## config.mk

```make
export PLATFORM = sky130hd
export DESIGN_NAME = mux16_rr_sched
export DESIGN_NICKNAME = d
export VERILOG_FILES = /design/src/rtl/mux16_rr_sched.sv
export SDC_FILE = /design/constraint.sdc
export NUM_CORES = 1
export LEC_CHECK = 0
export BUFFER_PORTS_ARGS = -buffer_cell sky130_fd_sc_hd__buf_2
export CAP_MARGIN = 10
export CORE_MARGIN = 3
export CORE_UTILIZATION = 36
export DETAILED_ROUTE_END_ITERATION = 16
export HOLD_SLACK_MARGIN = 0.08
export PLACE_DENSITY_LB_ADDON = 0.2
export SLEW_MARGIN = 20
export SYNTH_ARGS = -nofsm -noshare
export SYNTH_HDL_FRONTEND = slang
export SYNTH_SLANG_ARGS = --single-unit
```

## constraint.sdc

```tcl
create_clock -name clk -period 4.5 [get_ports clk]
set_clock_uncertainty 0.1 [all_clocks]
set_input_delay 0.675 -clock clk [delete_from_list [all_inputs] [get_ports clk]]
set_output_delay 0.675 -clock clk [all_outputs]
set_load 0.02 [all_outputs]
```

## src/rtl/mux16_rr_sched.sv

```systemverilog
// Round-robin burst scheduler for a 16-input DW-bit bus mux.
// Grants one requester at a time, moving up to MAX_BURST beats over valid/ready.
module mux16_rr_sched #(
  parameter int DW        = 3,
  parameter int MAX_BURST = 4
) (
  input  logic            clk,
  input  logic            rst,
  input  logic [15:0]     req,
  input  logic [16*DW-1:0] din,
  input  logic            dout_ready,
  output logic [3:0]      sel,
  output logic [15:0]     grant,
  output logic [DW-1:0]   dout,
  output logic            dout_valid,
  output logic            busy
);

  typedef enum logic {
    IDLE,
    BURST
  } state_t;

  localparam logic [3:0] LAST = 4'(MAX_BURST - 1);

  state_t      state, state_n;
  logic [3:0]  ptr, ptr_n;
  logic [3:0]  cnt, cnt_n;
  logic [3:0]  sel_n;
  logic [15:0] grant_n;
  logic [3:0]  win;
  logic        found;
  logic        xfer;

  // First requester at or after ptr, wrapping mod 16.
  always_comb begin : pick
    logic [3:0] idx;
    idx   = '0;
    win   = '0;
    found = 1'b0;
    for (int i = 0; i < 16; i++) begin
      idx = ptr + 4'(i);
      if (!found && req[idx]) begin
        found = 1'b1;
        win   = idx;
      end
    end
  end

  assign busy       = (state == BURST);
  assign dout_valid = busy & req[sel];
  assign dout       = dout_valid ? din[int'(sel)*DW +: DW] : '0;
  assign xfer       = dout_valid & dout_ready;

  always_comb begin
    state_n = state;
    ptr_n   = ptr;
    cnt_n   = cnt;
    sel_n   = sel;
    grant_n = grant;
    unique case (state)
      IDLE: begin
        if (found) begin
          state_n = BURST;
          sel_n   = win;
          grant_n = 16'(1) << win;
          cnt_n   = '0;
        end
      end
      BURST: begin
        if (!req[sel] || (xfer && cnt == LAST)) begin
          state_n = IDLE;
          grant_n = '0;
          ptr_n   = sel + 4'd1;
        end
        if (xfer) begin
          cnt_n = cnt + 4'd1;
        end
      end
      default: state_n = IDLE;
    endcase
  end

  always_ff @(posedge clk or posedge rst) begin
    if (rst) begin
      state <= IDLE;
      ptr   <= '0;
      cnt   <= '0;
      sel   <= '0;
      grant <= '0;
    end else begin
      state <= state_n;
      ptr   <= ptr_n;
      cnt   <= cnt_n;
      sel   <= sel_n;
      grant <= grant_n;
    end
  end

endmodule

```

==> results, run 1 <==
- The run finished with clean final reports.
- The standard cell area after detailed placement is 5027 um2.
- met2 is the most crowded layer.
- The cell at the root of the clock tree is clkbuf_16.
- The worst hold path belongs to the class input pin to asynchronous set/reset pin.
- The number of warning messages in the yosys log is 0.
- For this design, the CTS-stage hold fixing added 0 buffers.
- For this configuration, the core starts out at a cell density of 0.3720.
- The wire length of the first global-routing pass is 22.07 mm.
- The maximum number of buffers from clock root to sink is 2.
- The number of distinct standard cells referenced by the synthesized netlist is 69.
- Once the clock tree was built, the setup fixing pass inserted 0 buffers.
- The prevailing post-synth register cell is dfrtp_1.
- The pin count of the biggest net entering global routing is 30.
- The length in cells of the worst reg-to-reg path is 13.
- During placement, the flow inserted port buffers numbering 91.
- The area growth from synthesis to final layout is 21.26%.
- The routed layout has 4269 vias.
- Setup repair after global routing left no endpoint under its margin.
- The number of antenna violations at the first check in global routing came to 0.
- Max-cap violations in this run came to 0.
- STA puts the critical path data required time at 4580 ps.
- The end of the critical path is grant[10].
- In the final layout, flip-flops and latches occupy 725.7 um2.
- The kind of critical path is flip-flop to flip-flop.
- By count the netlist is led by 51 x nand2_1, 45 x mux4_2, 29 x dfrtp_1, 25 x mux2i_1, 22 x mux2_2.
- The capturing element type of the critical path is a flip-flop.
- The reg-to-reg setup timing slack is 270 ps.
- TritonCTS built the clock tree.
- In the final design database the tool counted 623 nets.
- 92 I/O pins were placed.
- The global-route met2 utilization is 0.3515.
- In this run the critical register-to-register path is captured at grant[10].
- The most area-hungry cell type in the Yosys netlist is mux4_2.
- The total CTS buffers is 5.
- The met3 routing resource usage after global routing is 0.03000.
- Of the synthesized area, sequential elements account for 0.1687.
- The pin slew with the least headroom to its limit is 672.7 ps.
- The floorplan step set the die width to 115.3 um.
- The routed via count divided by cell count is 6.178.
- The all-layer global routing usage is 0.2103.
- The count of standard-cell rows is 39.
- By area the synthesized netlist is led by mux4_2 24%, dfrtp_1 17%, mux2i_1 5.8%.
- The max-slew violation total from the final report is 0.
- The multi-input combinational cells in the finished layout cover a total of 3387 um2.
- Measured against its own limit, the worst slew margin works out to 0.5515.
- Timing would allow up to 0.2362 GHz.
- The violation count after the first detailed-routing iteration is 251.
- The post-route standard cell area excluding fillers is 5216 um2.
- The congestion estimate from routability-driven global placement came to 0.9344.
- In the final timing run, aggregate negative setup slack is 0 ps.
- The routed wire length is 13.79 mm.
- CTS saw 29 sinks.
- For this run, global-route usage on met1 was measured as 0.2839.
- In this run the mean area of a mapped cell was 9.645 um2.
- The floorplan step set the die height to 115.3 um.
- The via count of the first global-routing pass is 4217.
- Of the available clock period, the critical path in the final layout requires 0.9410.
- The arrival time of data at the critical path endpoint is 4310 ps.
- The minimum clock period after layout is 4235 ps.
- The overflow left after global routing is 0.
- The share of flip-flops with an asynchronous set or reset is 1.000.
- The synthesized net count is 522.
- The first detailed-routing pass ran for 5 iterations.
- The top-area cell type share of the netlist area is 0.2356.
- The number of register bits inferred by synthesis is 29.
- The hold violation count in the final report is 0.
- The share of final-layout standard cells stronger than drive strength 1 is 0.3996.
- Setup violations remaining at the end of the flow were counted as 0.
- The number of gates resized after CTS was 0.
- The total of fill cells in the finished design is 1073.
- The number of flops mapped to enable cells by yosys is 0.
- The remaining design rule violation count is 0.
- Dividing the detail-routed wire length by the instance count gives 19.96 um.
- The die covers 13300 um2.
- The repair_antennas step left the layout with diodes totalling 0.
- The startpoint identified for the worst register-to-register timing path is ptr[1].
- The number of instances in the synthesized netlist is 446.
- nand2_1 is the most common cell in the netlist.
- The number of nets with antenna violations after routing is 0.
- The floorplan step defined a core boundary enclosing 11560 um2.
- The worst-skew pair later-pin latency is 280 ps.
- Hold is met by 375.4 ps.
- The most critical setup path has its startpoint at ptr[1].
- Detailed placement ended at an HPWL of 10.93 mm.
- The netlist area before placement is 4302 um2.
- The maximum fanout along the worst path is 10.
- The placed cell count is 683.
- STA classifies the critical path startpoint as a flip-flop.
- The clock-pin slew on the worst setup and hold paths is 60 ps.
- For this run, the number of standard cells in the final layout without fillers is 691.
- The H-tree depth reported by CTS is 2.
## flip-flops by register name, summed over array words and instances, names as in the netlist
signal and count:
busy 1, cnt 4, grant 16, sel 4, ptr 4
## kinds of logic (layout without fill, tap and decap cells)
| logic type | after synthesis | after routing | share of synthesized area |
|---|---|---|---|
| XOR/XNOR | 13 | 13 | 0.02821 |
| flip-flops | 29 | 29 | 0.1687 |
| buffers and inverters | 46 | 148 | 0.04828 |
| AND/OR/NAND/NOR | 136 | 136 | 0.1574 |
| AO/OA/AOI/OAI | 116 | 116 | 0.1929 |
| multiplexers | 97 | 97 | 0.3784 |
| adder cells (fa/ha/maj) | 9 | 9 | 0.02618 |
## layer usage
layer	vias up	share of wire
li1	1968	-
met1	2048	0.42
met2	216	0.48
met3	37	0.068
met4	0	0.033
met5	-	0
## layout make-up
cell class                 instances  share of cell area
multi-input combinational        371              0.6493
sequential                        29              0.1391
timing repair buffer             120              0.1298
tap                              143             0.03430
clock buffer                       7             0.02734
inverter                          20             0.01439
clock inverter                     1            0.005757
## critical path: stages, from the launching register on
cell	delay, ps
dfrtp_1	340
inv_1	70
ha_1	420
buf_4	250
mux4_2	420
mux2_2	310
mux2_2	280
or2_1	290
nor3_4	330
and3_1	290
nand2_1	100
and4_1	240
or3b_4	490
o31ai_2	200
## through the flow
stage                     setup slack [ps]  utilization
after detailed placement             139.2       0.4347
after global routing                 37.29       0.4510
after global placement               252.5       0.4347
after floorplan                      11.43            -
final                                265.5       0.4510
after CTS                            108.0       0.4496
## worst min-delay path by stage
| stage | start | endpoint | slack (ps) | depth (start not counted) |
|---|---|---|---|---|
| floorplan | cnt[0] | cnt[0] | 390 | 1 |
| global placement | grant[6] | grant[6] | 360 | 2 |
| detailed placement | grant[3] | grant[3] | 370 | 2 |
| CTS | grant[3] | grant[3] | 380 | 2 |
| global route | grant[4] | grant[4] | 410 | 2 |
| finish | rst | cnt[2] | 380 | 2 |
## cells in the final DEF (no fill, tap or decap), drive strengths merged, types with 18 or more instances in the layout
master	count
a21oi	18
buf	120
dfrtp	29
inv	20
mux2	23
mux2i	26
mux4	48
nand2	51
nor2	21
o21ai	24
o31ai	21
Power of run 1 is left out: the tool's default activity adds up to more than one toggle a clock period on the data nets, which glitch-free logic cannot reach.
==> run 2, diff against run 1 <==
- CTS_BUF_LIST: default -> sky130_fd_sc_hd__clkbuf_8
==> results, run 2 (synthesis results as in run 1) <==
- The total negative setup slack is 0 ps (unchanged).
- Run status: complete, no violations (unchanged).
- The via count of the first global-routing pass is 4209 (was 4217).
- The routed wire length is 13.77 mm (was 13.79 mm).
- The hold violation count in the final report is 0 (unchanged).
- The maximum fanout along the worst path is 10 (unchanged).
- The average wire per cell in the routed design is 19.93 um (was 19.96 um).
- The number of failing setup endpoints in the final timing report is 0 (unchanged).
- The cell at the root of the clock tree is clkbuf_8 (was clkbuf_16).
- The worst flop-to-flop path startpoint is ptr[1] (unchanged).
- The area growth from synthesis to final layout is 19.95% (was 21.26%).
- The number of inserted diodes is 0 (unchanged).
- The number of antenna violations at the first check in global routing is 0 (unchanged).
- The clock tree from TritonCTS was built (unchanged).
- The capturing element type of the critical path is a flip-flop (unchanged).
- The kind of critical path is flip-flop to flip-flop (unchanged).
- The maximum number of buffers from clock root to sink came to 2 (unchanged).
- The pin count of the biggest net entering global routing is 30 (unchanged).
- The CTS sink count was 29 (unchanged).
- The cell with the largest stage delay on the worst path is or3b_4 (unchanged).
- The starting utilization of the core area came to 0.3720 (unchanged).
- The core area came to 11560 um2 (unchanged).
- The total number of vias was 4258 (was 4269).
- The minimum clock period after layout is 4230 ps (was 4235 ps).
- The reg-to-reg endpoint is grant[11] (was grant[10]).
- The H-tree depth reported by CTS is 2 (unchanged).
- The count of standard-cell rows is 39 (unchanged).
- The total number of nets in the final design was 623 (unchanged).
- The arrival time of data at the critical path endpoint is 4320 ps (was 4310 ps).
- The die boundary height was 115.3 um (unchanged).
- The data required time of the worst path is 4590 ps (was 4580 ps).
- The max-cap violation count is 0 (unchanged).
- The total of fill cells in the finished design is 1082 (was 1073).
- The clock-pin slew on the worst setup and hold paths came to 70 ps (was 60 ps).
- The count of TritonRoute iterations in the first routing pass is 5 (unchanged).
- The I/O pin total is 92 (unchanged).
- The length in cells of the worst reg-to-reg path was 13 (unchanged).
- The top achievable clock speed is 0.2364 GHz (was 0.2362 GHz).
- The worst hold margin is 369.2 ps (was 375.4 ps).
- The element type at the critical path start is a flip-flop (unchanged).
- The all-layer global routing usage is 0.2103 (unchanged).
- The most prevalent standard cell on the critical path is mux2_2 (unchanged).
- The violation count after the first detailed-routing iteration is 267 (was 251).
- Highest-count cells in the layout ignoring fill and taps: 91 x buf_2, 51 x nand2_1, 46 x mux4_2, 29 x dfrtp_1, 28 x buf_4 (unchanged).
- The die extent in x is 115.3 um (unchanged).
- The total CTS buffers came to 5 (unchanged).
- The wire length of the first global-routing pass is 22.13 mm (was 22.07 mm).
- The overflow left after global routing came to 0 (unchanged).
- The worst slew slack as a fraction of its limit was 0.5543 (was 0.5515).
- The kind of path behind the tightest hold check is input pin to asynchronous set/reset pin (unchanged).
- The register with the most flip-flops is grant (unchanged).
- The routed via count divided by cell count was 6.162 (was 6.178).
- The max-slew violation total from the final report is 0 (unchanged).
- The share of final-layout standard cells stronger than drive strength 1 is 0.3996 (unchanged).
- Cells traversed along the worst timing path: inv_1 -> ha_1 -> buf_4 -> mux4_2 -> mux2_2 -> mux2_2 -> or2_1 -> nor3_4 -> and3_1 -> nand2_1 -> and4_1 -> or3b_4 -> o31ai_2 (unchanged).
- The number of nets with antenna violations after routing is 0 (unchanged).
- The remaining design rule violation count was 0 (unchanged).
- The commonest non-fill, non-tap cell in the layout is buf_2 (unchanged).
- Unrepaired setup endpoints after global routing: no (unchanged).
- The reg-to-reg setup timing slack is 270 ps (about the same).
- The largest stage delay on the critical path is 490 ps (about the same).
- The number of hold buffers added after cts is 0 (unchanged).
- The total die area was 13300 um2 (unchanged).
- The worst-skew pair later-pin latency is 280 ps (about the same).
- The final estimated routing congestion in global placement is 0.9344 (unchanged).
- The number of buffer cells added on primary ports is 91 (unchanged).
- The estimated wirelength of the detail-placed design was 10.93 mm (unchanged).
- The number of flip-flops under the largest register name is 16 (unchanged).
- The share of the clock period used by the worst path after layout is 0.9400 (was 0.9410).
- The pin slew with the least headroom to its limit is 668.6 ps (was 672.7 ps).
run 2: cell count changes in the layout (fill, tap and decap cells not counted):
cell       delta
clkbuf_8      +5
clkbuf_1      -1
clkbuf_16     -5
inv_1         +1
run 2: final cells by class:
type / instances / area (um2) / area share
timing repair buffer: 120 / 676.9 / 0.1312
tap: 143 / 178.9 / 0.03468
sequential: 29 / 725.7 / 0.1406
inverter: 20 / 75.07 / 0.01455
clock inverter: 2 / 33.78 / 0.006547
multi-input combinational: 371 / 3387 / 0.6564
clock buffer: 6 / 82.58 / 0.01600
run 2: timing repair:
item | in CTS | in global routing
buffers inserted | 0 | 0
endpoints found under the setup margin | 0 | 18
gates resized for setup | 0 | 6
run 2: worst max-delay path: cells and delay by family (launching register included):
kind / cells / cell delay [ps]
adders and majority gates: 1 / 420
buffers and inverters: 2 / 320
AOI/OAI and AO/OA: 1 / 200
DFF: 1 / 350
and+or+nand+nor: 6 / 1740
muxes: 3 / 1000
run 2: worst max path at each step:
stage	from	end	slack [ps]	cells past startpoint
5_1_grt	ptr[1]	grant[12]	30	13
6_report	ptr[1]	grant[11]	270	13
4_1_cts	ptr[1]	grant[11]	100	13
3_3_place_gp	ptr[1]	grant[15]	250	13
3_5_place_dp	ptr[1]	grant[11]	140	13
2_1_floorplan	ptr[0]	grant[10]	10	17
run 2: through the flow:
step	util	instances	area, um2	setup WS (ps)
after detailed placement	0.4347	683	5027	139.2
after floorplan	-	446	4310	11.43
after CTS	0.4448	691	5144	96.26
after global routing	0.4462	691	5160	27.50
final	0.4462	691	5160	269.8
after global placement	0.4347	683	5027	252.5
run 2: per-layer routing:
metal / vias up / wire length, um / track usage / share of wire
li1: 1967 / - / - / -
met1: 2047 / 5708 / 0.2882 / 0.41
met2: 211 / 6669 / 0.3511 / 0.48
met3: 33 / 953 / 0.02474 / 0.069
met4: 0 / 437 / 0.06025 / 0.032
met5: - / 0 / 0 / 0
Power of run 2 is left out for the same reason.
